--- src/rtl/bcdn_counter_if.sv ---
// Control and status bundle for bcdn_counter: count/load strobes in, BCD value and flags out.
// DIGITS must match the counter instance it is bound to.
interface bcdn_counter_if #(
    parameter int unsigned DIGITS = 2
) ();
    logic                  x;
    logic                  dn;
    logic                  ld;
    logic [4*DIGITS-1:0]   ld_val;
    logic                  clr_ovf;
    logic [4*DIGITS-1:0]   bcd_out;
    logic                  co;
    logic                  ovf;

    modport master (
        output x, dn, ld, ld_val, clr_ovf,
        input  bcd_out, co, ovf
    );

    modport slave (
        input  x, dn, ld, ld_val, clr_ovf,
        output bcd_out, co, ovf
    );
endinterface

--- src/rtl/bcdn_counter.sv ---
// Parametrised N-digit BCD up/down counter with clamped load, carry/borrow pulse and sticky ovf.
// Define BCD_SAT_EN to saturate at all-9s / all-0s instead of wrapping (co then stays 0).
module bcdn_counter #(
    parameter int unsigned DIGITS = 2
) (
    input logic           clk,
    input logic           reset,
    bcdn_counter_if.slave bus
);
    localparam int unsigned W = 4 * DIGITS;

    // Out-of-range nibbles go to 0 on the way up and to 9 on the way down.
    function automatic logic [3:0] inc_digit(input logic [3:0] d);
        return (d >= 4'd9) ? 4'd0 : d + 4'd1;
    endfunction

    function automatic logic [3:0] dec_digit(input logic [3:0] d);
        return (d == 4'd0 || d > 4'd9) ? 4'd9 : d - 4'd1;
    endfunction

    logic [W-1:0]    cnt_q, cnt_d;
    logic [W-1:0]    up_val, dn_val, ld_clamped;
    logic [DIGITS:0] up_c, dn_c;
    logic            co_q, co_d;
    logic            ovf_q, ovf_d;
    logic            terminal;

    assign up_c[0] = 1'b1;
    assign dn_c[0] = 1'b1;

    for (genvar i = 0; i < int'(DIGITS); i++) begin : g_digit
        logic [3:0] q;
        logic [3:0] lv;
        assign q  = cnt_q[4*i +: 4];
        assign lv = bus.ld_val[4*i +: 4];

        // A digit steps only when every lower digit is at its rollover value.
        assign up_c[i+1] = up_c[i] & (q == 4'd9);
        assign dn_c[i+1] = dn_c[i] & (q == 4'd0);

        assign up_val[4*i +: 4]     = up_c[i] ? inc_digit(q) : q;
        assign dn_val[4*i +: 4]     = dn_c[i] ? dec_digit(q) : q;
        assign ld_clamped[4*i +: 4] = (lv > 4'd9) ? 4'd9 : lv;
    end

    assign terminal = bus.dn ? dn_c[DIGITS] : up_c[DIGITS];

    always_comb begin
        cnt_d = cnt_q;
        co_d  = 1'b0;
        ovf_d = ovf_q & ~bus.clr_ovf;
        if (bus.ld) begin
            cnt_d = ld_clamped;
        end else if (bus.x) begin
            // Set is applied after the clear so a coincident terminal step wins.
            if (terminal) begin
                ovf_d = 1'b1;
            end
`ifdef BCD_SAT_EN
            if (!terminal) begin
                cnt_d = bus.dn ? dn_val : up_val;
            end
`else
            cnt_d = bus.dn ? dn_val : up_val;
            co_d  = terminal;
`endif
        end
    end

    always_ff @(posedge clk or negedge reset) begin
        if (!reset) begin
            cnt_q <= '0;
            co_q  <= 1'b0;
            ovf_q <= 1'b0;
        end else begin
            cnt_q <= cnt_d;
            co_q  <= co_d;
            ovf_q <= ovf_d;
        end
    end

    assign bus.bcd_out = cnt_q;
    assign bus.co      = co_q;
    assign bus.ovf     = ovf_q;
endmodule

--- src/flat_wrapper.sv ---
// flat-port wrapper written by rule: the top's interface ports become plain ports
module bcdn_counter_flat 
#(
    parameter int unsigned DIGITS = 2
)
  (clk, reset, bus_x, bus_dn, bus_ld, bus_ld_val, bus_clr_ovf, bus_bcd_out, bus_co, bus_ovf);
  bcdn_counter_if #(.DIGITS(DIGITS)) bus_i ();
  input logic clk;
  input logic reset;
  input wire logic [$bits(bus_i.x)-1:0] bus_x;
  input wire logic [$bits(bus_i.dn)-1:0] bus_dn;
  input wire logic [$bits(bus_i.ld)-1:0] bus_ld;
  input wire logic [$bits(bus_i.ld_val)-1:0] bus_ld_val;
  input wire logic [$bits(bus_i.clr_ovf)-1:0] bus_clr_ovf;
  output wire logic [$bits(bus_i.bcd_out)-1:0] bus_bcd_out;
  output wire logic [$bits(bus_i.co)-1:0] bus_co;
  output wire logic [$bits(bus_i.ovf)-1:0] bus_ovf;
  assign bus_i.x = bus_x;
  assign bus_i.dn = bus_dn;
  assign bus_i.ld = bus_ld;
  assign bus_i.ld_val = bus_ld_val;
  assign bus_i.clr_ovf = bus_clr_ovf;
  assign bus_bcd_out = bus_i.bcd_out;
  assign bus_co = bus_i.co;
  assign bus_ovf = bus_i.ovf;
  bcdn_counter #(.DIGITS(DIGITS)) u_core (.clk(clk), .reset(reset), .bus(bus_i));
endmodule
--- config.mk ---
export PLATFORM = sky130hd
export DESIGN_NAME = bcdn_counter_flat
export DESIGN_NICKNAME = d
export VERILOG_FILES = /design/src/rtl/bcdn_counter_if.sv /design/src/rtl/bcdn_counter.sv /design/src/flat_wrapper.sv
export SDC_FILE = /design/constraint.sdc
export NUM_CORES = 1
export LEC_CHECK = 0
export CAP_MARGIN = 10
export CORE_AREA = 8 8 69 59
export DETAILED_ROUTE_END_ITERATION = 10
export DIE_AREA = 0 0 77 67
export PLACE_DENSITY_LB_ADDON = 0.08
export SLEW_MARGIN = 10
export SYNTH_ARGS = -nofsm -noshare
export SYNTH_HDL_FRONTEND = slang
export SYNTH_SLANG_ARGS = --single-unit
--- constraint.sdc ---
create_clock -name clk -period 2 [get_ports clk]
set_input_delay 0.4 -clock clk [delete_from_list [all_inputs] [get_ports clk]]
set_output_delay 0.4 -clock clk [all_outputs]
set_load 0.01 [all_outputs]
==> results of run 1 <==
## stage by stage
| step | power, W | hold slack [ns] | instances |
|---|---|---|---|
| floorplan | 0.000599 | 0.104 | 115 |
| global placement | 0.000855 | 0.511 | 190 |
| detailed placement | 0.000849 | 0.535 | 190 |
| CTS | 0.00111 | 0.508 | 194 |
| global route | 0.00121 | 0.531 | 194 |
| finish | 0.00111 | 0.494 | 194 |
## metal layers
layer,wire [microns],track usage,share of wire
met1,1480,0.167,0.52
met3,133,0.0363,0.047
met4,13,0.0329,0.0046
met2,1190,0.171,0.42
met5,0,0,0
## report_power, final
group / switching (W) / leakage, nW / internal (W) / total (W)
logic: 0.000268 / 0.452 / 0.000310 / 0.000579
clock network: 0.0000808 / 0.0288 / 0.000173 / 0.000254
registers: 0.0000434 / 0.123 / 0.000237 / 0.000281
## final cells by class
| class | count | area [sq um] | area share |
|---|---|---|---|
| timing repair buffer | 41 | 365 | 0.256 |
| inverter | 8 | 30.0 | 0.0210 |
| sequential | 10 | 251 | 0.176 |
| tap | 40 | 50.0 | 0.0350 |
| multi-input combinational | 91 | 677 | 0.474 |
| clock buffer | 4 | 55.1 | 0.0385 |
## worst max-delay path: cells and delay by family (launching register included)
kind,cells,cell delay (ns)
AO/OA/AOI/OAI,3,0.70
flip-flops,1,0.42
AND/OR/NAND/NOR,1,0.21
adder cells (fa/ha/maj),1,0.21
buffers and inverters,2,0.22
## Yosys cell counts (2+ instances only)
cell	count	area, sq um
nor4b_1	2	17.5
clkbuf_1	2	7.51
o21bai_1	2	15.0
o31ai_1	2	15.0
a22oi_1	3	22.5
o211ai_1	3	22.5
ha_1	7	87.6
nor3_1	3	15.0
nor2b_1	6	37.5
a21oi_1	6	30.0
o21ai_0	4	20.0
buf_6	2	22.5
nand2b_1	5	31.3
a21boi_0	2	15.0
o22ai_1	2	12.5
nand3_1	2	10.0
dfrtp_1	10	250
buf_2	2	10.0
inv_1	8	30.0
a31oi_1	3	18.8
a21o_1	2	15.0
nand2_1	3	11.3
or3b_1	2	17.5
nor2_1	8	30.0
and2b_2	2	17.5
## cell families (layout without fill, tap and decap cells)
| kind of cell | count (synthesis) | in the layout |
|---|---|---|
| compound gates | 39 | 39 |
| buf+inv | 14 | 53 |
| xor+xnor | 1 | 1 |
| flops | 10 | 10 |
| simple gates | 43 | 43 |
| fa+ha+maj | 7 | 7 |
| mux | 1 | 1 |
## worst paths after layout
check | from | endpoint | slack, ns
worst max-delay path | u_core.bus.bcd_out[4] | u_core.bus.bcd_out[6] | 0.15
worst min-delay path | reset | u_core.bus.bcd_out[5] | 0.49
worst max register to register | u_core.bus.bcd_out[4] | u_core.bus.bcd_out[6] | 0.15
worst min register to register | u_core.bus.ovf | u_core.bus.ovf | 0.54
max in group asynchronous | reset | u_core.bus.bcd_out[4] | 1.15
min in group clk | u_core.bus.ovf | u_core.bus.ovf | 0.54
## registers in the layout, summed over array words and instances, names as in the netlist
signal	count
u_core.bus.bcd_out	8
u_core.bus.ovf	1
u_core.bus.co	1
==> results by group, run 1 <==
Status
  • Outcome: completed

Floorplan
  • Initial Util: 0.332
  • Core Box Area: 0.00297 sq mm
  • Chip width: 77 microns
  • Row cnt: 18
  • Die Ht: 67 microns
  • Ports: 24
  • Die area: 0.00516 sq mm

Place
  • Estimated wirelength of the detail-placed design: 2250 microns
  • Placed Area: 0.00136 sq mm
  • Pre-CTS setup slack: 0.0172 ns
  • Placer Congestion: 0.911
  • Port bufs: 23

Worst setup path
  • CP Data Arrival Time: 1.98 ns
  • Critical path class: reg2reg
  • Startpoint Class: flip-flop
  • Peak per-stage delay on the critical path: 0.42 ns
  • Worst setup EP type: flip-flop
  • Worst EP required: 2.13 ns
  • R2r worst-path depth: 7
  • CP max stage cell: dfrtp_2
  • CP Max Fanout: 6
  • Worst path cell trace: inv_1 > ha_1 > or3b_1 > a21boi_0 > buf_4 > a221o_2 > a22o_2

Synth
  • Ys Warns: 0
  • Post-Synth Adder-Cell Area: 0.0886
  • Yosys reg bits: 10
  • Syn Nets: 136
  • Simple-gate area share of the yosys netlist: 0.270
  • Async S/R FF share, synth: 1.00
  • Seq/Total Area, Yosys: 0.253
  • Syn_area_per_cell: 8.60 sq um
  • Synthesized area: 988 sq um
  • Post-synth EDFFs: 0
  • Mux cell area share after synthesis: 0.0101
  • Ys flop type: dfrtp_1
  • Synth cell types: 47
  • Mapped Cells: 115
  • Synth Area in Compound Gates: 0.299
  • Largest family of logic cells by synthesized area: compound AO/OA/AOI/OAI gates
  • Synth Area in XOR/XNOR: 0.00886

Detailed routing
  • Final ANT Viol Nets: 0
  • DRC: 0
  • Initial DRC Count: 65
  • Vias per cell: 5.23
  • Final wirelength: 2810 microns
  • TritonRoute pass-1 iters: 4
  • Vias: 1014
  • DR WL/cell: 14.5 microns

Power
  • P per Cell Area: 779 mW/mm^2
  • Max VDD drop: 0.360 mV
  • Lkg Pwr: 0.603 nW

Layout
  • Commonest non-fill, non-tap cell in the layout: clkdlybuf4s50_1
  • ANT cells: 0
  • Most frequent cells in the layout: clkdlybuf4s50_1, buf_4, dfrtp_1
  • Design area: 0.00143 sq mm
  • Finished Core Util: 0.481
  • Fillers: 289
  • Synthesis-to-layout area growth: 44.6%
  • Nets@finish: 176
  • Share of layout cells above drive strength 1: 0.208

Clock network
  • Cts repair resizes: 0
  • Setup bufs post-CTS: 0
  • CTS Buf Count: 3
  • Hold buffer count at CTS: 0
  • H-tree Lvls: 1
  • Clk slew on worst S/H paths: 0.05 ns
  • CTS root buffer: clkbuf_8
  • Clk buf depth: 2
  • Worst-Skew Late Latency: 0.24 ns
  • Clock sink total: 10
  • CTS tree: built

Global routing
  • All-Layer GR Usage: 0.119
  • Grt total ovfl: 0
  • Antenna violations before repair: 0
  • First-pass GRT wire length: 4970 microns
  • Pin count of the biggest net entering global routing: 15
  • Vias in the first global route: 1039

STA
  • Final Setup Violations: 0
  • Crit share post-route: 0.924
  • Slew headroom: 0.675
  • Fmax: 541 MHz
  • Fin Clk Skew: 0.00514 ns
  • Final hold vios: 0
  • Unrepaired setup endpoints after global routing: false
  • Crit path time final: 1.85 ns
  • Worst Max-Slew Pin Slew: 0.486 ns
  • Worst Setup Slack, final: 0.151 ns
  • Setup TNS: 0 ns
  • Max Slew Vio Count: 0

Job
  • Max-Cap Viols: 0

Worst hold path
  • HP Class: in2async
Power figures use the tool's default switching activity.
==> run 2, diff against run 1 <==
--- a/config.mk
+++ b/config.mk
@@ -10,6 +10,7 @@
 export DETAILED_ROUTE_END_ITERATION = 10
 export DIE_AREA = 0 0 77 67
 export PLACE_DENSITY_LB_ADDON = 0.08
+export REMOVE_ABC_BUFFERS = 1
 export SLEW_MARGIN = 10
 export SYNTH_ARGS = -nofsm -noshare
 export SYNTH_HDL_FRONTEND = slang
==> run 2 against run 1 <==
  * First-iteration DRC count up 23%
  * Fmax down 2.2%
  * Clock-buffer cell count unchanged
  * Final cell count up 1.5%
  * Combinational power up 2%
  * Final area up 1.5%
  * Via count down 0.20%
  * Power up 0.55%
  * Critical endpoint is now u_core.bus.bcd_out[7]
  * Hold slack worse by 0.0012 ns
  * Largest power group unchanged
  * Core utilization up 0.72 points
  * Flip-flop and latch count unchanged
==> results by group, run 2 (synthesis results as in run 1) <==
Clock network
  • Clk buf depth: 2 (unchanged)
  • Hold buffer count at CTS: 0 (unchanged)
  • CTS tree: built
  • Clk slew on worst S/H paths: 0.05 ns (about the same)
  • H-tree Lvls: 1 (unchanged)
  • CTS Buf Count: 3 (unchanged)
  • Cts repair resizes: 0 (unchanged)
  • CTS root buffer: clkbuf_8
  • Worst-Skew Late Latency: 0.23 ns (about the same)
  • Setup bufs post-CTS: 0 (unchanged)
  • Clock sink total: 10 (unchanged)

Layout
  • Max reg flops: 8 (unchanged)
  • Fillers: 291 (+0.69%)
  • Nets@finish: 179 (+1.7%)
  • Most frequent cells in the layout: clkdlybuf4s50_1, buf_4, dfrtp_1
  • Commonest non-fill, non-tap cell in the layout: clkdlybuf4s50_1
  • Share of layout cells above drive strength 1: 0.217 (+0.00877)
  • Post-Layout Cell Count: 197 (+1.5%)
  • ANT cells: 0 (unchanged)
  • Synthesis-to-layout area growth: 46.7%
  • Multi-input gate area: 677 sq um (unchanged)
  • Register area: 250 sq um (-0.50%)
  • Finished Core Util: 0.488 (+0.00715)

Power
  • Clock network fraction of total power: 0.231 (+0.003)
  • Combinational cell fraction of total power: 0.527 (+0.007)
  • Internal: 0.000722 W (+0.22%)
  • Max VDD drop: 0.474 mV (+32%)
  • Lkg Pwr: 0.618 nW (+2.5%)
  • P per Cell Area: 772 mW/mm^2 (-0.93%)
  • Share of power burned in registers: 0.242 (-0.010)
  • Net Switching: 0.000397 W (+1.2%)
  • Net Sw Frac: 0.355 (+0.00213)

Worst hold path
  • HP Class: in2async

STA
  • Crit share post-route: 0.946 (+0.0212)
  • Setup TNS: 0 ns (unchanged)
  • Final hold vios: 0 (unchanged)
  • Fmax: 529 MHz (-2.2%)
  • Unrepaired setup endpoints after global routing: false
  • Final Setup Violations: 0 (unchanged)
  • Crit path time final: 1.89 ns (+0.0424 ns)
  • Worst Max-Slew Pin Slew: 0.477 ns (-0.00912 ns)
  • Fin Clk Skew: 0.00158 ns (-0.00356 ns)
  • Slew headroom: 0.681 (+0.00610)
  • Worst Setup Slack, final: 0.109 ns (-0.0424 ns)
  • Max Slew Vio Count: 0 (unchanged)

Detailed routing
  • Final wirelength: 2890 microns (+2.9%)
  • Final ANT Viol Nets: 0 (unchanged)
  • Vias: 1012 (-0.20%)
  • TritonRoute pass-1 iters: 4 (unchanged)
  • Vias per cell: 5.14 (-1.7%)
  • DR WL/cell: 14.7 microns (+1.3%)
  • Initial DRC Count: 80 (+23%)
  • DRC: 0 (unchanged)

Worst setup path
  • Worst reg2reg path endpoint: u_core.bus.bcd_out[7]
  • Worst Setup SP: u_core.bus.bcd_out[4]
  • CP Data Arrival Time: 2.03 ns (+0.05 ns)
  • Worst EP required: 2.14 ns (about the same)
  • Reg2Reg Setup Slack: 0.11 ns (-0.04 ns)
  • CP max stage cell: dfrtp_1
  • Worst path cell trace: ha_1 > or3b_1 > a21boi_0 > a22oi_1 > a31oi_1
  • Peak per-stage delay on the critical path: 0.43 ns (about the same)
  • Worst setup EP type: flip-flop
  • FF-to-FF Start: u_core.bus.bcd_out[4]
  • Startpoint Class: flip-flop
  • CP Max Fanout: 5 (-1)
  • R2r worst-path depth: 5 (-2)
  • Worst Setup EP: u_core.bus.bcd_out[7]
  • Critical path class: reg2reg

Status
  • Outcome: completed

Job
  • Max-Cap Viols: 0 (unchanged)

Place
  • Placer Congestion: 0.922 (+1.3%)
  • Pre-CTS setup slack: -0.0299 ns (-0.0471 ns)
  • Port bufs: 23 (unchanged)
  • Estimated wirelength of the detail-placed design: 2350 microns (+4.3%)
  • Placed Instances: 193 (+1.6%)

Floorplan
  • Die Ht: 67 microns (unchanged)
  • Ports: 24 (unchanged)
  • Row cnt: 18 (unchanged)
  • Chip width: 77 microns (unchanged)
  • Core Box Area: 0.00297 sq mm (unchanged)
  • Initial Util: 0.332 (unchanged)
  • Die area: 0.00516 sq mm (unchanged)

Global routing
  • Antenna violations before repair: 0 (unchanged)
  • Grt total ovfl: 0 (unchanged)
  • First-pass GRT wire length: 4920 microns (-0.99%)
  • All-Layer GR Usage: 0.117 (-0.00210)
  • Pin count of the biggest net entering global routing: 14 (-1)
  • Vias in the first global route: 1036 (-0.29%)
==> run 2: metal layers <==
layer,GRT usage,wire (microns),vias to the layer above,part of all wire
met5,0,0,-,0
met1,0.164,1470,464,0.51
met4,0.0352,17,0,0.0059
li1,-,-,515,-
met2,0.178,1230,31,0.43
met3,0.0228,171,2,0.059
==> run 2: layout make-up <==
cell class | instances | share of cell area
Clock buffer | 4 | 0.0380
Sequential cell | 10 | 0.173
Multi-Input combinational cell | 91 | 0.467
Inverter | 8 | 0.0207
Timing Repair Buffer | 44 | 0.267
Tap cell | 40 | 0.0345
==> run 2: through the flow <==
| stage | area [sq um] | power (W) | hold slack [ns] |
|---|---|---|---|
| global placement | 1390 | 0.000859 | 0.512 |
| CTS | 1440 | 0.00111 | 0.516 |
| global route | 1450 | 0.00120 | 0.549 |
| detailed placement | 1390 | 0.000853 | 0.520 |
| finish | 1450 | 0.00112 | 0.492 |
| floorplan | 948 | 0.000575 | 0.104 |
==> run 2: worst min path at each step <==
stage,cells past startpoint,slack [ns],to
after floorplan,0,0.10,u_core.bus.bcd_out[0]
after global placement,2,0.51,u_core.bus.ovf
after detailed placement,2,0.52,u_core.bus.ovf
after CTS,1,0.52,u_core.bus.bcd_out[2]
after global routing,1,0.55,u_core.bus.bcd_out[4]
final,1,0.49,u_core.bus.bcd_out[2]
==> run 2: critical path: cells and delay by family (launching register included) <==
kind                       cells  cell delay [ns]
AOI/OAI and AO/OA              3             0.74
adders and majority gates      1             0.25
DFF                            1             0.43
and+or+nand+nor                1             0.37
==> run 2: power groups by stage <==
stage | sequential (W) | combinational (W) | clock [W]
2_1_floorplan | 0.000316 | 0.000258 | 0
3_3_place_gp | 0.000273 | 0.000586 | 0
3_5_place_dp | 0.000273 | 0.000580 | 0
4_1_cts | 0.000270 | 0.000583 | 0.000262
5_1_grt | 0.000278 | 0.000649 | 0.000271
6_report | 0.000271 | 0.000590 | 0.000259
==> run 3, diff against run 2 <==
--- a/config.mk
+++ b/config.mk
@@ -6,9 +6,12 @@
 export NUM_CORES = 1
 export LEC_CHECK = 0
 export CAP_MARGIN = 10
+export CELL_PAD_IN_SITES_DETAIL_PLACEMENT = 1
+export CELL_PAD_IN_SITES_GLOBAL_PLACEMENT = 1
 export CORE_AREA = 8 8 69 59
 export DETAILED_ROUTE_END_ITERATION = 10
 export DIE_AREA = 0 0 77 67
+export HOLD_SLACK_MARGIN = 0.15
 export PLACE_DENSITY_LB_ADDON = 0.08
 export REMOVE_ABC_BUFFERS = 1
 export SLEW_MARGIN = 10
==> constraint.sdc (replaced) <==
create_clock -name clk -period 2 [get_ports clk]
set_input_delay 0.4 -clock clk [delete_from_list [all_inputs] [get_ports clk]]
set_output_delay 0.4 -clock clk [all_outputs]
set_load 0.005 [all_outputs]
==> run 3 against run 2 <==
  * Clock skew up 0.0053 ns
  * Sequential power up 4%
  * Clock power down 16%
  * Fmax about the same
  * Final area up 2.1%
  * Non-clock buffer count up 4
  * Flip-flop and latch count unchanged
  * Core utilization up 1.0 points
  * Critical endpoint is now u_core.bus.bcd_out[5]
  * Largest power group unchanged
  * Highest routed layer unchanged
==> results by group, run 3 (synthesis results as in run 1) <==
Status
  • Outcome: completed

Worst setup path
  • CP Max Fanout: 6 (+1)
  • Worst EP required: 2.16 ns (+0.02 ns)
  • WP depth: 8 (+3)
  • Startpoint Class: flip-flop
  • Worst path cell trace: inv_1 > ha_1 > or3b_1 > a221oi_4 > buf_4 > buf_4 > nor2_1 > a31oi_1
  • Cell mode on critical path: buf_4
  • WP buf/inv: 3 (+3)
  • CP max stage cell: or3b_1
  • Largest delay share family, worst path: simple AND/OR/NAND/NOR gates
  • Worst setup EP type: flip-flop
  • CP Data Arrival Time: 2.05 ns (+0.02 ns)
  • R2r worst-path depth: 8 (+3)
  • Critical path class: reg2reg
  • Peak per-stage delay on the critical path: 0.44 ns (about the same)

Global routing
  • Antenna violations before repair: 0 (unchanged)
  • Grt total ovfl: 0 (unchanged)
  • All-Layer GR Usage: 0.135 (+0.0173)
  • Pin count of the biggest net entering global routing: 14 (unchanged)
  • First-pass GRT wire length: 5610 microns (+14%)
  • Vias in the first global route: 1104 (+6.6%)

Floorplan
  • Initial Util: 0.332 (unchanged)
  • Chip width: 77 microns (unchanged)
  • Ports: 24 (unchanged)
  • Row cnt: 18 (unchanged)
  • Core Box Area: 0.00297 sq mm (unchanged)
  • Die Ht: 67 microns (unchanged)
  • Die area: 0.00516 sq mm (unchanged)

Job
  • Max-Cap Viols: 0 (unchanged)

Detailed routing
  • Final ANT Viol Nets: 0 (unchanged)
  • DRC: 0 (unchanged)
  • Initial DRC Count: 77 (-3.8%)
  • Final wirelength: 3320 microns (+15%)
  • Vias per cell: 5.16 (+0.45%)
  • Vias: 1032 (+2.0%)
  • DR WL/cell: 16.6 microns (+13%)
  • TritonRoute pass-1 iters: 4 (unchanged)

Clock network
  • CTS root buffer: clkbuf_8
  • CTS tree: built
  • Clk slew on worst S/H paths: 0.05 ns (about the same)
  • CTS Buf Count: 3 (unchanged)
  • H-tree Lvls: 1 (unchanged)
  • Clk buf depth: 2 (unchanged)
  • Worst-Skew Late Latency: 0.24 ns (about the same)
  • Clock sink total: 10 (unchanged)

STA
  • Crit path time final: 1.89 ns (+0.00156 ns)
  • Crit share post-route: 0.946 (about the same)
  • Fin Clk Skew: 0.00684 ns (+0.00527 ns)
  • Final Setup Violations: 0 (unchanged)
  • Max Slew Vio Count: 0 (unchanged)
  • Slew headroom: 0.637 (-0.0437)
  • Setup TNS: 0 ns (unchanged)
  • Unrepaired setup endpoints after global routing: false
  • Final hold vios: 0 (unchanged)
  • Fmax: 528 MHz (about the same)
  • Worst Max-Slew Pin Slew: 0.542 ns (+0.0653 ns)

Place
  • Estimated wirelength of the detail-placed design: 2720 microns (+16%)
  • Placed Instances: 193 (unchanged)
  • Port bufs: 23 (unchanged)
  • Placer Congestion: 0.832 (-9.8%)

Layout
  • Commonest non-fill, non-tap cell in the layout: buf_4
  • ANT cells: 0 (unchanged)
  • Most frequent cells in the layout: buf_4, clkdlybuf4s50_1, dfrtp_1
  • Synthesis-to-layout area growth: 49.7%
  • Post-Layout Cell Count: 200 (+1.5%)
  • Nets@finish: 183 (+2.2%)
  • Share of layout cells above drive strength 1: 0.244 (+0.0272)
  • Max reg flops: 8 (unchanged)

Power
  • Lkg Pwr: 0.631 nW (+2.0%)
  • P per Cell Area: 756 mW/mm^2 (-2.1%)
  • Max VDD drop: 0.459 mV (-3.2%)

Worst hold path
  • HP Class: in2async
[run 3: path summary, 6_finish.rpt]
| path | startpoint | to | slack [ns] |
|---|---|---|---|
| worst max-delay path | u_core.bus.bcd_out[0] | u_core.bus.bcd_out[5] | 0.11 |
| worst min register to register | u_core.bus.ovf | u_core.bus.ovf | 0.55 |
| min in group clk | u_core.bus.ovf | u_core.bus.ovf | 0.55 |
| worst max register to register | u_core.bus.bcd_out[0] | u_core.bus.bcd_out[5] | 0.11 |
| worst min-delay path | reset | u_core.bus.bcd_out[7] | 0.52 |
| max in group asynchronous | reset | u_core.bus.bcd_out[4] | 1.10 |
[run 3: metrics by stage]
stage / utilization / cell area, sq um / hold slack (ns) / setup WS, ns / total power (W)
finish: 0.498 / 1480 / 0.516 / 0.107 / 0.00112
global route: 0.498 / 1480 / 0.555 / 0.0172 / 0.00120
floorplan: - / 948 / 0.104 / 0.142 / 0.000562
detailed placement: 0.466 / 1390 / 0.534 / -0.0561 / 0.000854
global placement: 0.466 / 1390 / 0.518 / -0.0713 / 0.000839
CTS: 0.480 / 1430 / 0.526 / 0.0399 / 0.00107
[run 3: routing by layer]
metal	global-route usage	up-vias	part of all wire
met5	0	-	0
met1	0.188	489	0.50
met3	0.0188	2	0.037
met4	0.0282	0	0.0030
li1	-	518	-
met2	0.216	23	0.46
[run 3: final cells by class]
class	count	area (sq um)
Timing Repair Buffer	48	418
Inverter	8	30.0
Tap cell	40	50.0
Sequential cell	10	251
Clock buffer	3	41.3
Multi-Input combinational cell	91	689
Fill cell	369	1490
[run 3: timing repair]
action,4_1_cts,5_1_grt
buffers inserted,0,4
hold buffers,0,0
gates resized for setup,0,6
setup endpoints to repair,0,5
[run 3: worst reg2reg max path, stage by stage (launching register included)]
cell,delay [ns]
dfrtp_1,0.37
inv_1,0.10
ha_1,0.19
or3b_1,0.44
a221oi_4,0.27
buf_4,0.19
buf_4,0.11
nor2_1,0.03
a31oi_1,0.12
[run 3: power by group]
group	switching [W]	internal (W)
logic	0.000279	0.000343
registers	0.0000437	0.000237
clock network	0.0000843	0.000132
total	0.000407	0.000712
